### src/rtl/lse_lut_loader.sv
// LSE correction-LUT loader: burst writes into a shadow table, then an atomic
// shadow -> active commit taken only while every LUT consumer reports idle.
// Optional feature: define LSE_LUT_READBACK_EN to add a registered read port
// on the active table.
module lse_lut_loader #(
  parameter int LUT_SIZE      = 16,
  parameter int LUT_PRECISION = 12,
  localparam int IDX_W        = $clog2(LUT_SIZE)
) (
  input  logic                     i_clk,
  input  logic                     i_rst,
  input  logic                     i_cfg_start,
  input  logic [IDX_W-1:0]         i_cfg_base,
  input  logic [IDX_W:0]           i_cfg_len,
  input  logic                     i_abort,
  input  logic                     i_data_valid,
  input  logic [LUT_PRECISION-1:0] i_data,
  output logic                     o_data_ready,
  input  logic                     i_pipe_idle,
  output logic                     o_busy,
  output logic                     o_done,
  output logic                     o_err,
`ifdef LSE_LUT_READBACK_EN
  input  logic                     i_rd_en,
  input  logic [IDX_W-1:0]         i_rd_idx,
  output logic [LUT_PRECISION-1:0] o_rd_data,
  output logic                     o_rd_valid,
`endif
  output logic [LUT_PRECISION-1:0] o_lut_table [LUT_SIZE]
);

  typedef enum logic [1:0] {StIdle, StLoad, StWaitCommit} state_e;

  localparam logic [IDX_W:0]   LenMax = (IDX_W+1)'(LUT_SIZE);
  localparam logic [IDX_W:0]   RemOne = (IDX_W+1)'(1);
  localparam logic [IDX_W-1:0] PtrOne = IDX_W'(1);

  state_e                     state_q, state_d;
  logic [IDX_W-1:0]           ptr_q, ptr_d;
  logic [IDX_W:0]             rem_q, rem_d;
  logic [LUT_PRECISION-1:0]   shadow_q [LUT_SIZE];
  logic [LUT_PRECISION-1:0]   shadow_d [LUT_SIZE];
  logic [LUT_PRECISION-1:0]   lut_q    [LUT_SIZE];
  logic [LUT_PRECISION-1:0]   lut_d    [LUT_SIZE];
  logic                       busy_q, busy_d;
  logic                       done_q, done_d;
  logic                       err_q, err_d;

  logic len_ok;
  logic accept;
  logic abort;
  logic commit;

  assign len_ok = (i_cfg_len != '0) && (i_cfg_len <= LenMax);
  assign accept = i_data_valid && (state_q == StLoad);
  assign abort  = i_abort && (state_q != StIdle);
  // Abort beats a simultaneous commit so the active table stays untouched.
  assign commit = (state_q == StWaitCommit) && i_pipe_idle && !i_abort;

  // State and datapath registers; reset also clears the active table.
  always_ff @(posedge i_clk or posedge i_rst) begin
    if (i_rst) begin
      state_q <= StIdle;
      ptr_q   <= '0;
      rem_q   <= '0;
      busy_q  <= 1'b0;
      done_q  <= 1'b0;
      err_q   <= 1'b0;
      for (int i = 0; i < LUT_SIZE; i++) begin
        shadow_q[i] <= '0;
        lut_q[i]    <= '0;
      end
    end else begin
      state_q  <= state_d;
      ptr_q    <= ptr_d;
      rem_q    <= rem_d;
      busy_q   <= busy_d;
      done_q   <= done_d;
      err_q    <= err_d;
      shadow_q <= shadow_d;
      lut_q    <= lut_d;
    end
  end

  // Next-state logic: IDLE -> LOAD -> WAIT_COMMIT -> IDLE, abort to IDLE.
  always_comb begin
    state_d = state_q;
    unique case (state_q)
      StIdle: begin
        if (i_cfg_start && len_ok) state_d = StLoad;
      end
      StLoad: begin
        if (i_abort)                          state_d = StIdle;
        else if (accept && (rem_q == RemOne)) state_d = StWaitCommit;
      end
      StWaitCommit: begin
        if (i_abort || i_pipe_idle) state_d = StIdle;
      end
      default: state_d = StIdle;
    endcase
  end

  // Output and datapath next values: pointer/count, shadow writes, commit.
  always_comb begin
    ptr_d    = ptr_q;
    rem_d    = rem_q;
    shadow_d = shadow_q;
    lut_d    = lut_q;
    if ((state_q == StIdle) && i_cfg_start && len_ok) begin
      ptr_d = i_cfg_base;
      rem_d = i_cfg_len;
    end
    if (abort) begin
      // Discard partial writes: shadow re-mirrors the active table.
      shadow_d = lut_q;
    end else if (accept) begin
      shadow_d[ptr_q] = i_data;
      ptr_d           = ptr_q + PtrOne;
      rem_d           = rem_q - RemOne;
    end
    if (commit) lut_d = shadow_q;
    busy_d = (state_d != StIdle);
    done_d = commit;
    err_d  = i_cfg_start && ((state_q != StIdle) || !len_ok);
  end

  assign o_data_ready = (state_q == StLoad);
  assign o_busy       = busy_q;
  assign o_done       = done_q;
  assign o_err        = err_q;
  assign o_lut_table  = lut_q;

`ifdef LSE_LUT_READBACK_EN
  logic [LUT_PRECISION-1:0] rd_data_q;
  logic                     rd_valid_q;

  // Registered readback of the active table; sees pre-commit contents.
  always_ff @(posedge i_clk or posedge i_rst) begin
    if (i_rst) begin
      rd_data_q  <= '0;
      rd_valid_q <= 1'b0;
    end else begin
      rd_valid_q <= i_rd_en;
      if (i_rd_en) rd_data_q <= lut_q[i_rd_idx];
    end
  end

  assign o_rd_data  = rd_data_q;
  assign o_rd_valid = rd_valid_q;
`endif

endmodule
### config.mk
export PLATFORM = sky130hd
export DESIGN_NAME = lse_lut_loader
export DESIGN_NICKNAME = d
export VERILOG_FILES = /design/src/rtl/lse_lut_loader.sv
export SDC_FILE = /design/constraint.sdc
export NUM_CORES = 1
export LEC_CHECK = 0
export ABC_AREA = 1
export ABC_CLOCK_PERIOD_IN_PS = 21500
export CAP_MARGIN = 20
export CELL_PAD_IN_SITES_DETAIL_PLACEMENT = 0
export CELL_PAD_IN_SITES_GLOBAL_PLACEMENT = 2
export CORE_ASPECT_RATIO = 0.5
export CORE_MARGIN = 8
export CORE_UTILIZATION = 37
export CTS_CLUSTER_DIAMETER = 50
export DETAILED_ROUTE_END_ITERATION = 8
export PLACE_DENSITY = 0.87
export SLEW_MARGIN = 20
export SYNTH_ARGS = -nofsm -noshare
export SYNTH_HDL_FRONTEND = slang
export SYNTH_SLANG_ARGS = --single-unit
### constraint.sdc
create_clock -name i_clk -period 21.5 [get_ports i_clk]
set_clock_uncertainty 0.05 [all_clocks]
set_input_delay 2.15 -clock i_clk [delete_from_list [all_inputs] [get_ports i_clk]]
set_output_delay 2.15 -clock i_clk [all_outputs]
set_load 0.02 [all_outputs]
==> reports/metrics.cfg, run 1 <==
[run_status]
run_status=completed

[clock_tree]
htree_levels=2
postCtsSetupBuffers=0
clkLatencyLatePin_ns=0.54
cts-root-buf=clkbuf_16
cts_tree=built
cts.sinks=398
clockBufferDepth=3
cts-hold-fix-buffers=0
cts.clk_slew.worst_paths_ns=0.06
cts_buffers=40
post_cts_resized=0

[routing]
routedWlPerCell_microns=18.97
ant_nets=0
viasPerCell=5.002
drc_errors=0
drt_first_pass_iters=5
first_iter_violations=962
num_vias=12790
routed_wl_microns=48500

[timing]
worst_slew_pin_slew_ns=0.9940
drv_slew=0
setup_viol=0
slew_headroom_pct=33.73
fin_crit_sh_pct=21.33
rsz0062_at_grt=false
fmax_mhz=218.1
whs_ns=0.4027
fin_tns_setup_ns=0
hold_viol=0
period_needed_ns=4.585

[critical_path]
critPathKind=in -> reg
critical_path.startpoint_type=input port
critPathCaptureType=register
crit_fanout=112
cp_slowest_cell=buf_4
cpPeakStageDelay_ns=0.89
required_ns=21.89
cp.arrival_ns=4.98
crit_top_cell=buf_4
crit_chain=clkdlybuf4s50_1 -> nand2_2 -> buf_4 -> inv_6 -> buf_4 -> nand2_1 -> o211ai_1

[synthesis]
ys_types=27
ys_seq_area_share_pct=60.08
ys_seq_elements=398
netlist_instances=1776
synth_fp_nets=1809
syn_area_per_cell_sq_um=9.333
post-synth-top-area-fraction_pct=60.08
yosysWarnings=0
yosysTopAreaCell=dfrtp_1
synthTopCellsByArea=dfrtp_1 60%, nand2_1 16%, o211ai_1 4.7%
netlist_area_sq_um=16580

[min_path]
hold_class=reg -> reg

[floorplan]
dieHeight_microns=165.7
core_sq_um=43920
design.die.area_sq_um=52240
initial_core_util_pct=37.74
pin_count=223
fp-row-count=54
die_x_microns=315.3

[global_route]
grt_max_degree=127
track_usage_pct=18.41
grt_pass1_wl_microns=76980
overflow=0
first_global_vias=12600
antenna_found_initial=0

[flow_run]
cap_violations=0

[cells_and_area]
syn_to_final_growth_pct=22.50
final_cell_mix=688 x nand2_1, 398 x dfrtp_1, 222 x clkdlybuf4s50_1
n_antenna_cell=0
layout-drive-gt1-share_pct=6.145
finalNetCount=1973
layout_commonest_cell=nand2_1

[power_and_ir_drop]
p_leak_nw=9.155
ir_drop_mv=0.04872
power.density_nw_per_um2=87.39

[placement]
place_hpwl_microns=29680
place_congestion=0.7653
port_buffers=222

## flip-flops by register name, summed over array words and instances, names as in the netlist
signal       cells
rem_q            5
o_err            1
o_lut_table    192
shadow_q       192
o_done           1
ptr_q            4
o_busy           1
state_q          2
## layout make-up
class                      instances  area (sq um)
fill                            4228         23610
sequential                       398          9960
multi-input combinational       1112          5401
timing repair buffer             236          2347
clock buffer                      61          1212
tap                              588         735.7
inverter                         152         583.1
clock inverter                    10         66.31
## logic make-up (layout without fill, tap and decap cells)
kind of cell	Yosys count	after routing	share of synthesized area, %
flops	398	398	60.08
simple gates	794	794	18.92
xor+xnor	2	2	0.1057
compound gates	310	310	12.98
buf+inv	266	459	7.465
fa+ha+maj	6	6	0.4529
## where the power goes
part	total, mW	switching, mW	internal (mW)
sequential	0.872	0.0415	0.830
clock	0.685	0.295	0.390
combinational	0.218	0.144	0.0738
total	1.77	0.481	1.29
## through the flow
step                instance area (sq um)  power (mW)  instances  setup WS, ns  util (%)
CTS                                 20260       1.797       2556         16.75     46.14
global placement                    18980       1.099       2485         16.25     43.23
finish                              20310       1.775       2557         16.91     46.24
floorplan                           16580       1.040       1776         8.232         -
global route                        20310       1.864       2557         16.60     46.24
detailed placement                  18980       1.104       2485         16.18     43.23
## per-layer routing
layer	track usage, %	wire length (microns)
met5	0	0
met4	4.119	1033
met3	2.795	1964
met2	30.35	23320
met1	25.54	22190
## final timing paths
| kind | from | endpoint | slack (ns) | cells past startpoint |
|---|---|---|---|---|
| worst max-delay path | i_abort | shadow_q[138] | 16.91 | 7 |
| worst min-delay path | shadow_q[131] | o_lut_table[131] | 0.40 | 2 |
| worst max register to register | state_q[0] | o_lut_table[155] | 18.51 | 5 |
| worst min register to register | shadow_q[131] | o_lut_table[131] | 0.40 | 2 |
| max in group asynchronous | i_rst | shadow_q[117] | 17.06 | 4 |
| min in group asynchronous | i_rst | shadow_q[101] | 2.14 | 2 |
## Yosys cell counts
library cell and count:
a21oi_1 2, a21oi_2 3, buf_2 71, buf_4 16, buf_6 9, buf_8 2, clkbuf_1 16, dfrtp_1 398
ha_1 6, inv_1 144, inv_2 8, nand2_1 688, nand2_2 28, nand3_1 40, nand3_2 2, nand3b_1 1
nand4_1 4, nor2_1 29, nor2_4 1, nor3_1 1, o211ai_1 103, o211ai_2 3, o21ai_0 116, o21ai_1 1
o221ai_1 82, xnor2_1 1, xor2_1 1
## worst max-delay path: cells and delay by family
kind	cells	cell delay (ns)
compound gates	1	0.12
simple gates	2	0.19
buf+inv	4	2.40
No activity file was read; power rests on OpenSTA's default activity.
==> run 2: changes to the inputs <==
ABC_CLOCK_PERIOD_IN_PS = 4800   (was 21500)
CORE_UTILIZATION = 34   (was 37)
PLACE_DENSITY = 0.81   (was 0.87)
clock period = 4.8 ns   (was 21.5 ns; I/O delays follow)
==> run 2 against run 1 <==
Global-route usage down 0.95 points; critical path depth increased by 1; register-to-register slack worse by 16 ns; largest cell class unchanged; largest power group unchanged; highest routed layer unchanged.
==> reports/metrics.cfg, run 2 (synthesis gave the netlist of run 1 again) <==
[placement]
dp_cells=2550  ; was 2485
place_hpwl_microns=30630  ; was 29680 microns
port_buffers=222  ; unchanged
place_congestion=0.7772  ; was 0.7653

[clock_tree]
cts_tree=built  ; unchanged
htree_levels=2  ; unchanged
cts.sinks=398  ; unchanged
cts-root-buf=clkbuf_16  ; unchanged
postCtsSetupBuffers=0  ; unchanged
post_cts_resized=0  ; unchanged
clockBufferDepth=3  ; unchanged
cts-hold-fix-buffers=0  ; unchanged
clkLatencyLatePin_ns=0.54  ; about the same
cts.clk_slew.worst_paths_ns=0.07  ; was 0.06 ns
cts_buffers=39  ; was 40

[floorplan]
design.die.area_sq_um=56500  ; was 52240 sq um
fp-row-count=57  ; was 54
core_sq_um=48350  ; was 43920 sq um
initial_core_util_pct=34.28  ; was 37.74%
pin_count=223  ; unchanged
dieHeight_microns=172.1  ; was 165.7 microns
die_x_microns=328.3  ; was 315.3 microns

[critical_path]
cp.arrival_ns=2.91  ; was 4.98 ns
critPathCaptureType=register  ; unchanged
required_ns=5.19  ; was 21.89 ns
critical_path.startpoint_type=register  ; was input port
crit_fanout=23  ; was 112
rrSetupSlack_ns=2.27  ; was 18.51 ns
critPathKind=reg -> reg  ; was in -> reg

[cells_and_area]
layout-drive-gt1-share_pct=6.339  ; was 6.145%
n_antenna_cell=0  ; unchanged
instances_no_fill=2621  ; was 2557
layout_commonest_cell=nand2_1  ; unchanged
num-fill-cells=4798  ; was 4228
syn_to_final_growth_pct=23.73  ; was 22.50%
final_cell_mix=688 x nand2_1, 398 x dfrtp_1, 222 x clkdlybuf4s50_1  ; unchanged
finalNetCount=1976  ; was 1973

[global_route]
met3_usage_pct=2.751  ; was 2.795%
met1_usage_pct=23.96  ; was 25.54%
grt_pass1_wl_microns=77690  ; was 76980 microns
grt_max_degree=180  ; was 127
track_usage_pct=17.47  ; was 18.41%
grt_busiest_layer=met2  ; unchanged
first_global_vias=12540  ; was 12600
antenna_found_initial=1  ; was 0
overflow=0  ; unchanged
use_met2_pct=29.14  ; was 30.35%

[routing]
first_iter_violations=1061  ; was 962
routedWlPerCell_microns=19.00  ; was 18.97 microns
drt_first_pass_iters=5  ; unchanged
routed_wl_microns=49800  ; was 48500 microns
ant_nets=0  ; unchanged
viasPerCell=4.857  ; was 5.002
drc_errors=0  ; unchanged
num_vias=12730  ; was 12790

[run_status]
run_status=completed  ; unchanged

[power_and_ir_drop]
ir_drop_mv=0.1898  ; was 0.04872 mV
power_mw=8.045  ; was 1.775 mW
power.density_nw_per_um2=392.3  ; was 87.39 nW/um^2
p_leak_nw=9.207  ; was 9.155 nW

[timing]
hold_viol=0  ; unchanged
fmax_mhz=396.0
rsz0062_at_grt=false  ; unchanged
drv_slew=0  ; unchanged
period_needed_ns=2.525
fin_crit_sh_pct=52.61
slew_headroom_pct=33.10  ; was 33.73%
worst_slew_pin_slew_ns=1.004  ; was 0.9940 ns
setup_viol=0  ; unchanged

[flow_run]
cap_violations=0  ; unchanged

[min_path]
hold_class=in -> async  ; was reg -> reg

[run 2: cell count changes in the layout (fill, tap and decap cells not counted)]
cell,change
inv_8,-1
inv_6,+3
buf_16,-1
bufinv_16,+3
clkinv_2,-1
clkbuf_1,-1
buf_4,-4
clkbuf_16,-3
buf_12,+9
clkinv_8,-1
[run 2: final cells by class]
type | instances | area [sq um] | share of cell area, %
flip-flops and latches | 398 | 9960 | 48.56
multi-input cells | 1112 | 5401 | 26.34
repair buffers | 240 | 2470 | 12.04
clock buffers | 57 | 1134 | 5.527
well taps | 649 | 812.0 | 3.959
inverters | 152 | 579.3 | 2.825
clock inverters | 13 | 153.9 | 0.7504
[run 2: routing by layer]
metal	vias up	wire [microns]
li1	6135	-
met1	6291	22740
met2	239	23850
met3	65	2109
met4	0	1093
met5	-	0
[run 2: path summary, 6_finish.rpt]
check / from / endpoint / cells past startpoint
max: ptr_q[0] / shadow_q[42] / 8
min: i_rst / shadow_q[133] / 2
min reg2reg: shadow_q[165] / o_lut_table[165] / 2
max in group asynchronous: i_rst / o_lut_table[61] / 4
min in group i_clk: shadow_q[165] / o_lut_table[165] / 2
max reg2reg: ptr_q[0] / shadow_q[42] / 8
[run 2: where the power goes]
part / total, mW / switching (mW) / internal [mW]
combinational: 1.00 / 0.659 / 0.341
clock: 3.14 / 1.33 / 1.81
sequential: 3.90 / 0.186 / 3.72
[run 2: critical path, stage by stage, from the launching register on]
cell      delay [ns]
dfrtp_1         0.42
inv_1           0.13
ha_1            0.16
inv_1           0.10
nor2_1          0.71
nand2_1         0.19
nand2_2         0.39
nand3_1         0.13
o211ai_1        0.13
[run 2: per-stage QoR]
stage	instance area, sq um	setup slack (ns)	hold slack (ns)	TNS (ns)	util [%]
after floorplan	16580	-1.088	0.3922	-432.94	-
after global placement	19190	1.976	0.4029	0	39.68
after detailed placement	19190	1.852	0.4034	0	39.68
after CTS	20470	2.277	0.4186	0	42.34
after global routing	20510	2.036	0.2314	0	42.42
final	20510	2.275	0.2395	0	42.42
